<file path="src/rtl/pixel_pkg.sv">
// Shared definitions for the pixel readout block and the pixel sequencer.
// Contents:
//   C_BITS_DEF / N_PIX_DEF : default ramp code width and pixel count
//   state_t                : readout phase state encoding
//   sat_code()             : saturation code = min(c_convert, 2^c_bits - 1)
package pixel_pkg;

    localparam int C_BITS_DEF = 8;
    localparam int N_PIX_DEF  = 4;

    typedef enum logic [2:0] {
        ST_IDLE,
        ST_CLEAR,
        ST_EXPOSE,
        ST_CONVERT,
        ST_READ
    } state_t;

    // Largest code a conversion can report: either the ramp runs out of
    // window length or it runs out of bits, whichever comes first.
    function automatic int sat_code(input int c_convert, input int c_bits);
        int full;
        full = (1 << c_bits) - 1;
        return (c_convert < full) ? c_convert : full;
    endfunction

endpackage

</file>
<file path="src/rtl/pixel_readout_if.sv">
// Pixel word stream from the readout block to the downstream consumer.
// Signals:
//   data    : pixel code being delivered
//   pix_idx : index of the pixel on data
//   valid   : data/pix_idx are valid (held until accepted)
//   ready   : consumer accepts the word when valid & ready
// Modports: master (readout side), slave (consumer side).
interface pixel_readout_if #(
    parameter int c_bits = pixel_pkg::C_BITS_DEF,
    parameter int n_pix  = pixel_pkg::N_PIX_DEF
);
    localparam int idx_w = (n_pix > 1) ? $clog2(n_pix) : 1;

    logic [c_bits-1:0] data;
    logic [idx_w-1:0]  pix_idx;
    logic              valid;
    logic              ready;

    modport master (output data, output pix_idx, output valid, input ready);
    modport slave  (input data, input pix_idx, input valid, output ready);
endinterface

</file>
<file path="src/rtl/ramp_counter.sv">
// Saturating up-counter driving the single-slope DAC ramp.
// Ports:
//   clk, reset : clock, asynchronous active-low reset
//   clr        : synchronous clear to 0 (wins over en)
//   en         : count up by one per cycle
//   sat        : value at which counting stops
//   count      : current counter value
module ramp_counter #(
    parameter int c_bits = pixel_pkg::C_BITS_DEF
) (
    input  logic              clk,
    input  logic              reset,
    input  logic              clr,
    input  logic              en,
    input  logic [c_bits-1:0] sat,
    output logic [c_bits-1:0] count
);

    // NOTE: state registers are updated with non-blocking assignments so
    // every flop samples pre-edge values regardless of block ordering.
    always_ff @(posedge clk or negedge reset) begin
        if (!reset) begin
            count <= '0;
        end else if (clr) begin
            count <= '0;
        end else if (en && (count < sat)) begin
            count <= count + 1'b1;
        end
    end

endmodule

</file>
<file path="src/rtl/pixel_readout.sv">
// Column readout for a small pixel array: runs the erase/expose/convert/read
// phase FSM, digitises each pixel with a shared single-slope ramp and
// streams the stored codes out one word per read request.
// Ports:
//   clk, reset : clock, asynchronous active-low reset
//   erase      : strobe, clear stored codes (highest priority)
//   expose     : level, integration in progress
//   convert    : level, conversion window
//   read       : one-hot pixel select (valid only in READ)
//   cmp        : per-pixel comparator, 1 when ramp >= pixel level
//   ramp       : DAC ramp code (0 outside CONVERT)
//   err        : sticky protocol error
//   stream     : pixel word stream (data, pix_idx, valid, ready)
module pixel_readout
    import pixel_pkg::*;
#(
    parameter int c_bits    = C_BITS_DEF,
    parameter int n_pix     = N_PIX_DEF,
    parameter int c_convert = 255
) (
    input  logic              clk,
    input  logic              reset,
    input  logic              erase,
    input  logic              expose,
    input  logic              convert,
    input  logic [n_pix-1:0]  read,
    input  logic [n_pix-1:0]  cmp,
    output logic [c_bits-1:0] ramp,
    output logic              err,
    pixel_readout_if.master   stream
);

    localparam int idx_w = (n_pix > 1) ? $clog2(n_pix) : 1;
    localparam logic [c_bits-1:0] sat = c_bits'(sat_code(c_convert, c_bits));

    state_t             state;
    logic [c_bits-1:0]  code [n_pix];
    logic [n_pix-1:0]   done;
    logic [idx_w-1:0]   last_idx;
    logic               last_vld;   // last_idx holds a delivered pixel
    logic [c_bits-1:0]  count;

    logic               in_convert;
    logic               read_onehot;
    logic               read_bad;
    logic [idx_w-1:0]   read_k;
    logic               read_repeat;

    // The counter is held at 0 in every other phase, so the first CONVERT
    // cycle always starts from ramp 0.
    assign in_convert = (state == ST_CONVERT);

    ramp_counter #(.c_bits(c_bits)) u_ramp (
        .clk   (clk),
        .reset (reset),
        .clr   (!in_convert),
        .en    (in_convert),
        .sat   (sat),
        .count (count)
    );

    // Gate so the counter's last value never leaks into the READ phase.
    assign ramp = in_convert ? count : '0;

    assign read_onehot = (read != '0) && ((read & (read - 1'b1)) == '0);
    assign read_bad    = (read != '0) && !read_onehot;
    assign read_repeat = last_vld && (read_k == last_idx);

    // NOTE: every variable written here gets a default first; otherwise a
    // path that skips the assignment infers a latch.
    always_comb begin
        read_k = '0;
        for (int i = 0; i < n_pix; i++) begin
            if (read[i]) read_k = idx_w'(i);
        end
    end

    always_ff @(posedge clk or negedge reset) begin
        if (!reset) begin
            state          <= ST_IDLE;
            err            <= 1'b0;
            done           <= '0;
            last_idx       <= '0;
            last_vld       <= 1'b0;
            stream.data    <= '0;
            stream.pix_idx <= '0;
            stream.valid   <= 1'b0;
            // NOTE: the code store is a handful of flops, not a RAM, and
            // reset must discard partial conversions, so it is reset here.
            for (int i = 0; i < n_pix; i++) code[i] <= '0;
        end else begin
            if (read_bad || ((read != '0) && (state != ST_READ))) err <= 1'b1;

            if (stream.valid && stream.ready) stream.valid <= 1'b0;

            if (erase) begin
                // Clear on entry so CLEAR is already a clean frame; the
                // delivered-index memory is per frame, so it goes too.
                state        <= ST_CLEAR;
                done         <= '0;
                last_vld     <= 1'b0;
                stream.valid <= 1'b0;
                for (int i = 0; i < n_pix; i++) code[i] <= '0;
            end else begin
                case (state)
                    ST_CLEAR: state <= ST_IDLE;

                    ST_IDLE: begin
                        if (convert)     state <= ST_CONVERT;
                        else if (expose) state <= ST_EXPOSE;
                    end

                    ST_EXPOSE: begin
                        if (convert)      state <= ST_CONVERT;
                        else if (!expose) state <= ST_IDLE;
                    end

                    ST_CONVERT: begin
                        // First comparator hit latches the ramp; pixels that
                        // never fired by the end of the window saturate.
                        for (int i = 0; i < n_pix; i++) begin
                            if (!done[i]) begin
                                if (cmp[i]) begin
                                    code[i] <= count;
                                    done[i] <= 1'b1;
                                end else if (!convert) begin
                                    code[i] <= sat;
                                    done[i] <= 1'b1;
                                end
                            end
                        end
                        if (!convert) state <= ST_READ;
                    end

                    ST_READ: begin
                        if (convert && stream.valid) begin
                            err          <= 1'b1;
                            stream.valid <= 1'b0;
                            state        <= ST_CONVERT;
                        end else if (read_onehot && !stream.valid && !read_repeat) begin
                            stream.data    <= code[read_k];
                            stream.pix_idx <= read_k;
                            stream.valid   <= 1'b1;
                            last_idx       <= read_k;
                            last_vld       <= 1'b1;
                        end
                    end

                    default: state <= ST_IDLE;
                endcase
            end
        end
    end

endmodule

</file>
<file path="src/flat_wrapper.sv">
// flat-port wrapper written by rule: the top's interface ports become plain ports
module pixel_readout_flat import pixel_pkg::*;
#(
    parameter int c_bits    = C_BITS_DEF,
    parameter int n_pix     = N_PIX_DEF,
    parameter int c_convert = 255
)
  (clk, reset, erase, expose, convert, read, cmp, ramp, err, stream_data, stream_pix_idx, stream_valid, stream_ready);
  pixel_readout_if #(.c_bits(c_bits), .n_pix(n_pix)) stream_i ();
  input  logic clk;
  input  logic reset;
  input  logic erase;
  input  logic expose;
  input  logic convert;
  input  logic [n_pix-1:0] read;
  input  logic [n_pix-1:0] cmp;
  output logic [c_bits-1:0] ramp;
  output logic err;
  output wire logic [$bits(stream_i.data)-1:0] stream_data;
  output wire logic [$bits(stream_i.pix_idx)-1:0] stream_pix_idx;
  output wire logic [$bits(stream_i.valid)-1:0] stream_valid;
  input wire logic [$bits(stream_i.ready)-1:0] stream_ready;
  assign stream_data = stream_i.data;
  assign stream_pix_idx = stream_i.pix_idx;
  assign stream_valid = stream_i.valid;
  assign stream_i.ready = stream_ready;
  pixel_readout #(.c_bits(c_bits), .n_pix(n_pix), .c_convert(c_convert)) u_core (.clk(clk), .reset(reset), .erase(erase), .expose(expose), .convert(convert), .read(read), .cmp(cmp), .ramp(ramp), .err(err), .stream(stream_i));
endmodule
</file>
<file path="config.mk">
export PLATFORM = sky130hd
export DESIGN_NAME = pixel_readout_flat
export DESIGN_NICKNAME = d
export VERILOG_FILES = /design/src/rtl/pixel_pkg.sv /design/src/rtl/pixel_readout_if.sv /design/src/rtl/ramp_counter.sv /design/src/rtl/pixel_readout.sv /design/src/flat_wrapper.sv
export SDC_FILE = /design/constraint.sdc
export NUM_CORES = 1
export LEC_CHECK = 0
export ABC_AREA = 0
export CAP_MARGIN = 20
export CORE_UTILIZATION = 53
export CTS_CLUSTER_DIAMETER = 150
export DETAILED_ROUTE_END_ITERATION = 16
export DONT_BUFFER_PORTS = 1
export HOLD_SLACK_MARGIN = 0.05
export PLACE_DENSITY = 0.77
export SYNTH_ARGS = -nofsm -noshare
export SYNTH_HDL_FRONTEND = slang
export SYNTH_SLANG_ARGS = --single-unit
</file>
<file path="constraint.sdc">
create_clock -name clk -period 1.6 [get_ports clk]
set_input_delay 0.24 -clock clk [delete_from_list [all_inputs] [get_ports clk]]
set_output_delay 0.24 -clock clk [all_outputs]
set_load 0.02 [all_outputs]
</file>
# After elaboration in Yosys (flattened, before gate mapping)

Cells that the tools add are included.

Eq/ne operators: 19
Multiplexer cells: 52
$lt $le $gt $ge: 2
Reduce and logical (&&, ||, !) cells: 26
Bitwise gates (word level): 4
$add $sub $neg: 2

Operator list:

| kind                                                 | number |
|---|---|
| 2-to-1 mux 8 bit                                     | 14 |
| 2-to-1 mux 32 bit                                    | 2 |
| 2-to-1 mux 1 bit                                     | 23 |
| 2-to-1 mux 3 bit                                     | 7 |
| binary-select mux 8 bit (select 2 bit)               | 1 |
| != test 3 x 2 -> 1 bit (second input constant)       | 5 |
| AND reduction 3 bit                                  | 5 |
| != test 2 bit (second input constant)                | 6 |
| case mux 3 bit (4 select lines)                      | 1 |
| logical AND 1 bit                                    | 9 |
| adder 8 x 1 -> 8 bit (second input constant)         | 1 |
| less-than comparator 8 bit (second input constant)   | 1 |
| 2-to-1 mux 4 bit                                     | 2 |
| != test 4 bit (second input constant)                | 2 |
| AND reduction 4 bit                                  | 2 |
| equality test 3 x 2 -> 1 bit (second input constant) | 2 |
| != test 3 bit (second input constant)                | 2 |
| nonzero test 2 bit                                   | 3 |
| AND 4 bit                                            | 1 |
| logical NOT 4 bit                                    | 1 |
| 2-to-1 mux 2 bit                                     | 2 |
| nonzero test 4 bit                                   | 1 |
| subtractor 4 x 1 -> 4 bit (second input constant)    | 1 |
| equality test 3 bit (second input constant)          | 1 |
| other kinds (7)                                      | 10 |

Output and inout bits: 20
Input port bits: 14
Word-level logic and storage cells: 117
Flip-flop bits (word level): 60

# Depth between registers and ports, before layout

Gate-level depths: netlist of the first run.

Depth in word-level cells: 11
Mapped depth: 6
Depth with buffers taken out: 5

# By module

From an unflattened synthesis of the first run, not the netlist that was laid out.

Cell total of the unflattened synthesis: 332
Area, all modules: 3173.0 µm²

By module, submodules not included:

| module        | times used | area each (µm²) | cells an instance |
|---|---|---|---|
| pixel_readout | 1          | 2581.2          | 265 |
| ramp_counter  | 1          | 591.8           | 67 |

# Least setup slack after synthesis of the first run

No wires, ideal clock.

Kind: register to register
Start point: reg, netlist name u_core.stream.pix_idx[0]
End point: reg u_core.stream.data[0]
Arrival time: 1657 ps
Data required time: 1475 ps
Setup slack: -182 ps
Cell stages (with the launch flop): 6
Cell sequence: dfrtp_1 > and3b_1 > a311oi_1 > o211a_1 > buf_6 > mux2_4

RTL lines:

| element                | line                   | source |
|---|---|---|
| end signal: assignment | pixel_readout.sv:141   | `stream.data <= code[read_k];` |
| end: declaration       | pixel_readout_if.sv:19 | `modport master (output data, output pix_idx, output valid, input ready);` |

# Worst setup path in the final report of the first run

Start point: reg u_core.state[2]
End point: out ramp[1]

Word-level cells in the longest chain between the ends: 2

Ends and longest elaborated chain:

| element                      | line                 | source |
|---|---|---|
| start: declaration           | pixel_readout.sv:36  | `state_t state;` |
| start signal: assignment     | pixel_readout.sv:80  | `state <= ST_IDLE;` |
| start signal: assignment     | pixel_readout.sv:99  | `state <= ST_CLEAR;` |
| start signal: assignment     | pixel_readout.sv:106 | `ST_CLEAR: state <= ST_IDLE;` |
| equality test 3 x 2 -> 1 bit | pixel_readout.sv:51  | `assign in_convert = (state == ST_CONVERT);` |
| 2-to-1 mux 8 bit             | pixel_readout.sv:63  | `assign ramp = in_convert ? count : '0;` |
| end: declaration             | flat_wrapper.sv:17   | `output logic [c_bits-1:0] ramp;` |

Every way passes these cells.

==> results of run 1 <==
stage by stage:
step	hold slack (ns)	instance area, um^2	TNS, ns	worst slack (ns)	instances
4_1_cts	-0.4372	3810	-5.095	-0.1994	409
2_1_floorplan	-0.05559	3067	-0.5875	-0.08393	290
6_report	-0.4171	4041	-8.111	-0.2405	416
3_5_place_dp	-0.05366	3312	-1.128	-0.1131	373
5_1_grt	-0.4371	4041	-11.26	-0.2877	416
3_3_place_gp	-0.05396	3312	-0.3446	-0.06087	373
worst register-to-register path: stages, from the launching register on:
cell and delay, ns:
sky130_fd_sc_hd__dfrtp_1 0.40, sky130_fd_sc_hd__buf_6 0.12, sky130_fd_sc_hd__nand3b_1 0.18, sky130_fd_sc_hd__buf_4 0.16, sky130_fd_sc_hd__buf_6 0.12, sky130_fd_sc_hd__nor3b_4 0.23, sky130_fd_sc_hd__buf_6 0.15, sky130_fd_sc_hd__buf_16 0.12
sky130_fd_sc_hd__buf_6 0.10, sky130_fd_sc_hd__a311oi_1 0.09
metal layers:
layer,global-route usage (%),vias to the layer above,wire length [um]
li1,-,1149,-
met1,34.56,1257,3390
met2,43.27,68,4162
met3,8.235,16,355
met4,9.815,0,191
met5,0,-,0
registers in the layout, summed over array words and instances, names as in the netlist:
register	flops
u_core.u_ramp.count	8
u_core.state	3
u_core.stream.data	8
u_core.code	32
u_core.stream.valid	1
u_core.done	4
u_core.err	1
u_core.last_vld	1
u_core.stream.pix_idx	2
layout make-up:
cell class	count	share of cell area (%)
Inverter	14	1.300
Tap cell	72	2.229
Clock inverter	2	0.2477
Timing Repair Buffer	59	16.63
Multi-Input combinational cell	196	38.45
Sequential cell	60	37.21
Clock buffer	13	3.932
path summary, 6_finish.rpt:
path | from | end | slack [ns] | cells after the start
min reg2reg | u_core.last_vld | u_core.last_vld | 0.49 | 1
max in group asynchronous | reset | u_core.code[15] | 1.90 | 0
max reg2reg | u_core.state[2] | u_core.code[3] | -0.21 | 9
max | u_core.state[2] | ramp[1] | -0.24 | 6
min | reset | u_core.stream.pix_idx[0] | -0.42 | 0
min in group clk | read[2] | u_core.stream.pix_idx[1] | 0.09 | 2
power groups by stage:
stage               clock network, W  logic, W  registers, W
floorplan                          0  0.000270       0.00166
global placement                   0  0.000300       0.00166
detailed placement                 0  0.000312       0.00166
CTS                          0.00124  0.000421       0.00164
global route                 0.00130  0.000520       0.00165
finish                       0.00122  0.000483       0.00164
logic make-up (layout without fill, tap and decap cells):
kind of cell    count (synthesis)  count (layout)  share of synthesized area [%]
simple gates                   95              95                          15.30
compound gates                 69              69                          17.76
flops                          60              60                          49.10
buf+inv                        34              88                          5.891
mux                            27              27                          10.35
xor+xnor                        3               3                         0.8594
fa+ha+maj                       2               2                         0.7364
cell usage in the layout, fill, tap and decap left out, drive strengths merged, types with 2 or more instances in the layout:
cell type	instances
buf	51
nor3	7
a31oi	5
a311oi	33
o21a	3
xnor2	2
nand2	14
inv	13
o21ai	13
nor2	57
nor2b	4
o211a	2
dlygate4sd3	6
mux2i	11
a21oi	7
or3	2
nand3	3
dfrtp	60
clkinv	3
mux2	16
nand2b	2
clkbuf	15
what timing repair did:
action / CTS / global route
buffers inserted: 12 / 6
endpoints found under the hold margin: 97 / 60
endpoints found under the setup margin: 45 / 53
pin swaps: 18 / 21
gates resized for setup: 30 / 34
cloned: 3 / 2
==> flow_metrics.env, run 1 <==
export IMPL_cts_hold_fix_buffers=7
export IMPL_final_worst_slack_ns=-0.2405
export IMPL_finalClockSkew_ns=0.007529
export IMPL_timing_critical_path_mode_cell="sky130_fd_sc_hd__buf_6"
export IMPL_hold_path_class="input pin to async pin"
export IMPL_power_w=0.003347
export IMPL_postSynthAreaPerCell_um2=10.54
export IMPL_port_buffers=0
export IMPL_ratio_of_routed_vias_to_standard_cells=5.986
export IMPL_floorplan_die_area_um2=6078
export IMPL_cp_required_ns=1.36
export IMPL_slowest_stage="sky130_fd_sc_hd__dfrtp_1"
export IMPL_die_width_um=77.96
export IMPL_grt_use_total_pct=27.01
export IMPL_grt_setup_unrepaired="true"
export IMPL_synth_seq_area_share_pct=49.10
export IMPL_achievable_frequency_ghz=0.5433
export IMPL_power_density_nw_per_um2=828.1
export IMPL_floorplan_core_area_um2=5540
export IMPL_areaGrowthSynthToFinish_pct=32.16
export IMPL_pin_count=34
export IMPL_timing_critical_path_slowest_cell_delay_ns=0.40
export IMPL_wl_mm=8.100
export IMPL_chipHeight_um=77.96
export IMPL_clkSlewWorstSetupHoldPaths_ns=0.07
export IMPL_outcome="complete, but fails checks"
export IMPL_numCtsBuffers=9
export IMPL_ctsRootBufferMaster="sky130_fd_sc_hd__clkbuf_8"
export IMPL_ant_nets=0
export IMPL_synthDistinctLibCells=46
export IMPL_synth_top_cells_by_area="sky130_fd_sc_hd__dfrtp_1, sky130_fd_sc_hd__a311oi_1, sky130_fd_sc_hd__nor2_1, sky130_fd_sc_hd__mux2i_1, sky130_fd_sc_hd__mux2_4"
export IMPL_syn_nets=305
export IMPL_synth_cells=290
export IMPL_tritoncts="built"
export IMPL_portion_of_total_power_attributed_to_combinational_logic_pct=14.4
export IMPL_final_setup_viol_count=51
export IMPL_insertedDiodeCount=0
export IMPL_timing_setup_critical_path_class="register to output pin"
export IMPL_critical_path_arrival_ns=1.60
export IMPL_synth_area_um2=3058
export IMPL_crit_chain="buf_6, nand3b_1, buf_6, buf_12, nor2_2, buf_4"
export IMPL_fin_worst_hold_slack_ns=-0.4171
export IMPL_net_switching_power_w=0.0008775
export IMPL_drt_iter0_markers=140
export IMPL_place_congestion=0.7520
export IMPL_slew_violations=0
export IMPL_drt_first_pass_iters=4
export IMPL_period_minus_slack_ns=1.841
export IMPL_swShare_pct=26.22
export IMPL_drc_errors=0
export IMPL_slew_headroom_pct=69.68
export IMPL_end_kind="output pin"
export IMPL_via_count_of_the_first_global_routing_pass=2407
export IMPL_fill_cells=366
export IMPL_final_period_utilization_pct=115.0
export IMPL_yosysTopAreaCell="sky130_fd_sc_hd__dfrtp_1"
export IMPL_final_nets=355
export IMPL_critical_path_top_delay_family="buffers and inverters"
export IMPL_initial_core_util_pct=55.19
export IMPL_clk_insertion_delay_late_ns=0.35
export IMPL_ys_warnings=0
export IMPL_number_of_rows_in_the_core_area=27
export IMPL_ys_ff_latch=60
export IMPL_cp_buffers_inverters=4
export IMPL_clock_tree_buffer_depth=2
export IMPL_cp_max_fo=7
export IMPL_postSynth_topFlopCell="sky130_fd_sc_hd__dfrtp_1"
export IMPL_grt_max_degree=61
export IMPL_final_util_pct=72.94
export IMPL_cellInternalPower_w=0.002469
export IMPL_failed_checks="negative hold slack, negative setup slack"
export IMPL_seq_power_share_pct=49.0
export IMPL_finalHoldViolations=60
export IMPL_layout_area_seq_um2=1504
export IMPL_h_tree_levels=3
export IMPL_clock_sinks=60
export IMPL_clockPowerShare_pct=36.5
export IMPL_count_of_max_cap_constraint_violations=0
export IMPL_grt_pass1_wl_mm=12.28
export IMPL_synth_top_cells_by_count="sky130_fd_sc_hd__dfrtp_1, sky130_fd_sc_hd__nor2_1, sky130_fd_sc_hd__a311oi_1"
export IMPL_cellLeakagePower_nw=1.714
export IMPL_via_count=2490
export IMPL_worstMarginPinSlew_ns=0.4534
export IMPL_grt_overflow_total=0
export IMPL_ys_async_sr_fraction_pct=100.0
export IMPL_multiInputGateArea_um2=1554
export IMPL_synth_enable_flop_cells=0
export IMPL_launching_element_type_of_the_critical_path="register"
export IMPL_wl_per_cell_um=19.47
export IMPL_layout_drive_gt1_share_pct=37.21
export IMPL_ir_worst_vdd_mv=0.6847
export IMPL_synth_most_common_cell="sky130_fd_sc_hd__dfrtp_1"
export IMPL_hpwlAfterDp_mm=4.615
export IMPL_initial_antenna_violation_count=0
export IMPL_netlist_area_leader_share_pct=49.10
No activity file was read; power rests on OpenSTA's default activity.
==> run 2: changes to the inputs <==
--- a/config.mk
+++ b/config.mk
@@ -12,7 +12,9 @@
 export DETAILED_ROUTE_END_ITERATION = 16
 export DONT_BUFFER_PORTS = 1
 export HOLD_SLACK_MARGIN = 0.05
+export MAX_ROUTING_LAYER = met4
 export PLACE_DENSITY = 0.77
+export SKIP_LAST_GASP = 1
 export SYNTH_ARGS = -nofsm -noshare
 export SYNTH_HDL_FRONTEND = slang
 export SYNTH_SLANG_ARGS = --single-unit
==> constraint.sdc (replaced) <==
create_clock -name clk -period 1.6 [get_ports clk]
set_input_delay 0.16 -clock clk [delete_from_list [all_inputs] [get_ports clk]]
set_output_delay 0.16 -clock clk [all_outputs]
set_load 0.02 [all_outputs]
==> flow_metrics.env, run 2 (same netlist as run 1, synthesis figures left out) <==
export IMPL_critical_path_arrival_ns=2.03
export IMPL_insertedDiodeCount=0
export IMPL_largest_register="u_core.code"
export IMPL_initial_antenna_violation_count=0
export IMPL_floorplan_core_area_um2=5540
export IMPL_placement_cell_area_um2=3312
export IMPL_final_cell_mix="sky130_fd_sc_hd__dfrtp_1, sky130_fd_sc_hd__nor2_1, sky130_fd_sc_hd__buf_4"
export IMPL_grt_max_degree=61
export IMPL_outcome="complete, but fails checks"
export IMPL_drt_iter0_markers=230
export IMPL_cp_max_fo=6
export IMPL_clock_tree_buffer_depth=2
export IMPL_cp_required_ns=1.83
export IMPL_ir_worst_vdd_mv=0.7118
export IMPL_ant_nets=0
export IMPL_grt_overflow_total=0
export IMPL_power_density_nw_per_um2=824.8
export IMPL_floorplan_die_area_um2=6078
export IMPL_power_w=0.003402
export IMPL_wl_mm=8.716
export IMPL_grt_use_total_pct=30.66
export IMPL_grt_pass1_wl_mm=13.42
export IMPL_numCtsBuffers=9
export IMPL_drt_first_pass_iters=6
export IMPL_slew_headroom_pct=65.54
export IMPL_most_common_cell_after_layout_fill_and_taps_aside="sky130_fd_sc_hd__dfrtp_1"
export IMPL_cellLeakagePower_nw=1.754
export IMPL_end_kind="register"
export IMPL_largest_register_ffs=32
export IMPL_multiInputGateArea_um2=1531
export IMPL_clk_insertion_delay_late_ns=0.35
export IMPL_ratio_of_routed_vias_to_standard_cells=6.146
export IMPL_fill_cells=353
export IMPL_place_congestion=0.7617
export IMPL_number_of_rows_in_the_core_area=27
export IMPL_die_width_um=77.96
export IMPL_finalHoldViolations=0
export IMPL_clkSlewWorstSetupHoldPaths_ns=0.07
export IMPL_port_buffers=0
export IMPL_clock_sinks=60
export IMPL_initial_core_util_pct=55.19
export IMPL_final_worst_slack_ns=-0.1931
export IMPL_layout_area_seq_um2=1504
export IMPL_fin_area_um2=4124
export IMPL_h_tree_levels=3
export IMPL_launching_element_type_of_the_critical_path="register"
export IMPL_worstMarginPinSlew_ns=0.5097
export IMPL_reg_largest_list="u_core.code (32), u_core.stream.data (8), u_core.u_ramp.count (8)"
export IMPL_grt_setup_unrepaired="true"
export IMPL_timing_critical_path_slowest_cell_delay_ns=0.40
export IMPL_areaGrowthSynthToFinish_pct=34.86
export IMPL_final_nets=365
export IMPL_placement_setup_worst_slack_ns=-0.1131
export IMPL_period_minus_slack_ns=1.793
export IMPL_chipHeight_um=77.96
export IMPL_via_count_of_the_first_global_routing_pass=2611
export IMPL_hpwlAfterDp_mm=4.615
export IMPL_slew_violations=0
export IMPL_ctsRootBufferMaster="sky130_fd_sc_hd__clkbuf_8"
export IMPL_hold_path_class="input pin to register"
export IMPL_wl_per_cell_um=20.46
export IMPL_crit_chain="buf_4, or3b_4, nor3_4, o211a_4, buf_12, mux2_1"
export IMPL_failed_checks="negative setup slack"
export IMPL_finalClockSkew_ns=0.007574
export IMPL_count_of_max_cap_constraint_violations=0
export IMPL_final_period_utilization_pct=112.1
export IMPL_pin_count=34
export IMPL_slowest_stage="sky130_fd_sc_hd__or3b_4"
export IMPL_layout_drive_gt1_share_pct=35.03
export IMPL_tritoncts="built"
export IMPL_via_count=2618
export IMPL_timing_setup_critical_path_class="register to register"
export IMPL_tns_ns=-6.385
export IMPL_final_util_pct=74.44
export IMPL_achievable_frequency_ghz=0.5577
export IMPL_final_setup_viol_count=51
export IMPL_drc_errors=0
==> run 2: layout make-up <==
| class | count | share of cell area, % |
|---|---|---|
| repair buffers | 69 | 18.84 |
| clock buffers | 13 | 3.853 |
| inverters | 14 | 1.274 |
| well taps | 72 | 2.184 |
| flip-flops and latches | 60 | 36.47 |
| multi-input cells | 196 | 37.14 |
| clock inverters | 2 | 0.2427 |
==> run 2: worst paths after layout <==
check                                      from                      to  slack [ns]  depth (start not counted)
max in group asynchronous                 reset  u_core.u_ramp.count[0]        0.98                          2
min in group asynchronous                 reset              u_core.err        0.34                          2
worst min register to register  u_core.last_vld         u_core.last_vld        0.50                          1
worst min-delay path                    read[3]   u_core.stream.data[7]        0.09                          2
worst max-delay path            u_core.state[2]   u_core.stream.data[7]       -0.19                          6
worst max register to register  u_core.state[2]   u_core.stream.data[7]       -0.19                          6
==> run 2: worst max-delay path, delay by kind of cell (launching register included) <==
family	cells	cell delay, ns
flops	1	0.36
buf+inv	2	0.25
simple gates	2	0.54
mux	1	0.32
compound gates	1	0.21
==> run 2: repair_timing <==
item | in CTS | in global routing
endpoints found under the setup margin | 45 | 58
buffers inserted | 21 | 1
hold endpoints to repair | 99 | 0
cloned | 2 | 1
hold buffers | 14 | 0
pin swaps | 21 | 10
resized for setup | 42 | 20
==> run 2: layer usage <==
| metal | vias up | wire (um) | global-route usage, % |
|---|---|---|---|
| li1 | 1171 | - | - |
| met1 | 1311 | 3480 | 36.07 |
| met2 | 114 | 4456 | 49.03 |
| met3 | 22 | 546 | 9.765 |
| met4 | 0 | 232 | 12.04 |
| met5 | - | 0 | - |
==> run 2: stage by stage <==
step | hold WS, ns | std cells
floorplan | -0.1356 | 290
global placement | -0.1340 | 373
detailed placement | -0.1337 | 373
CTS | 0.05364 | 424
global route | 0.09096 | 426
finish | 0.08902 | 426
==> run 2: report_power, final <==
part | leakage [nW] | internal (W) | switching, W
clock network | 0.0893 | 0.000634 | 0.000592
registers | 0.808 | 0.00159 | 0.0000516
logic | 0.857 | 0.000261 | 0.000276
total | 1.75 | 0.00248 | 0.000920
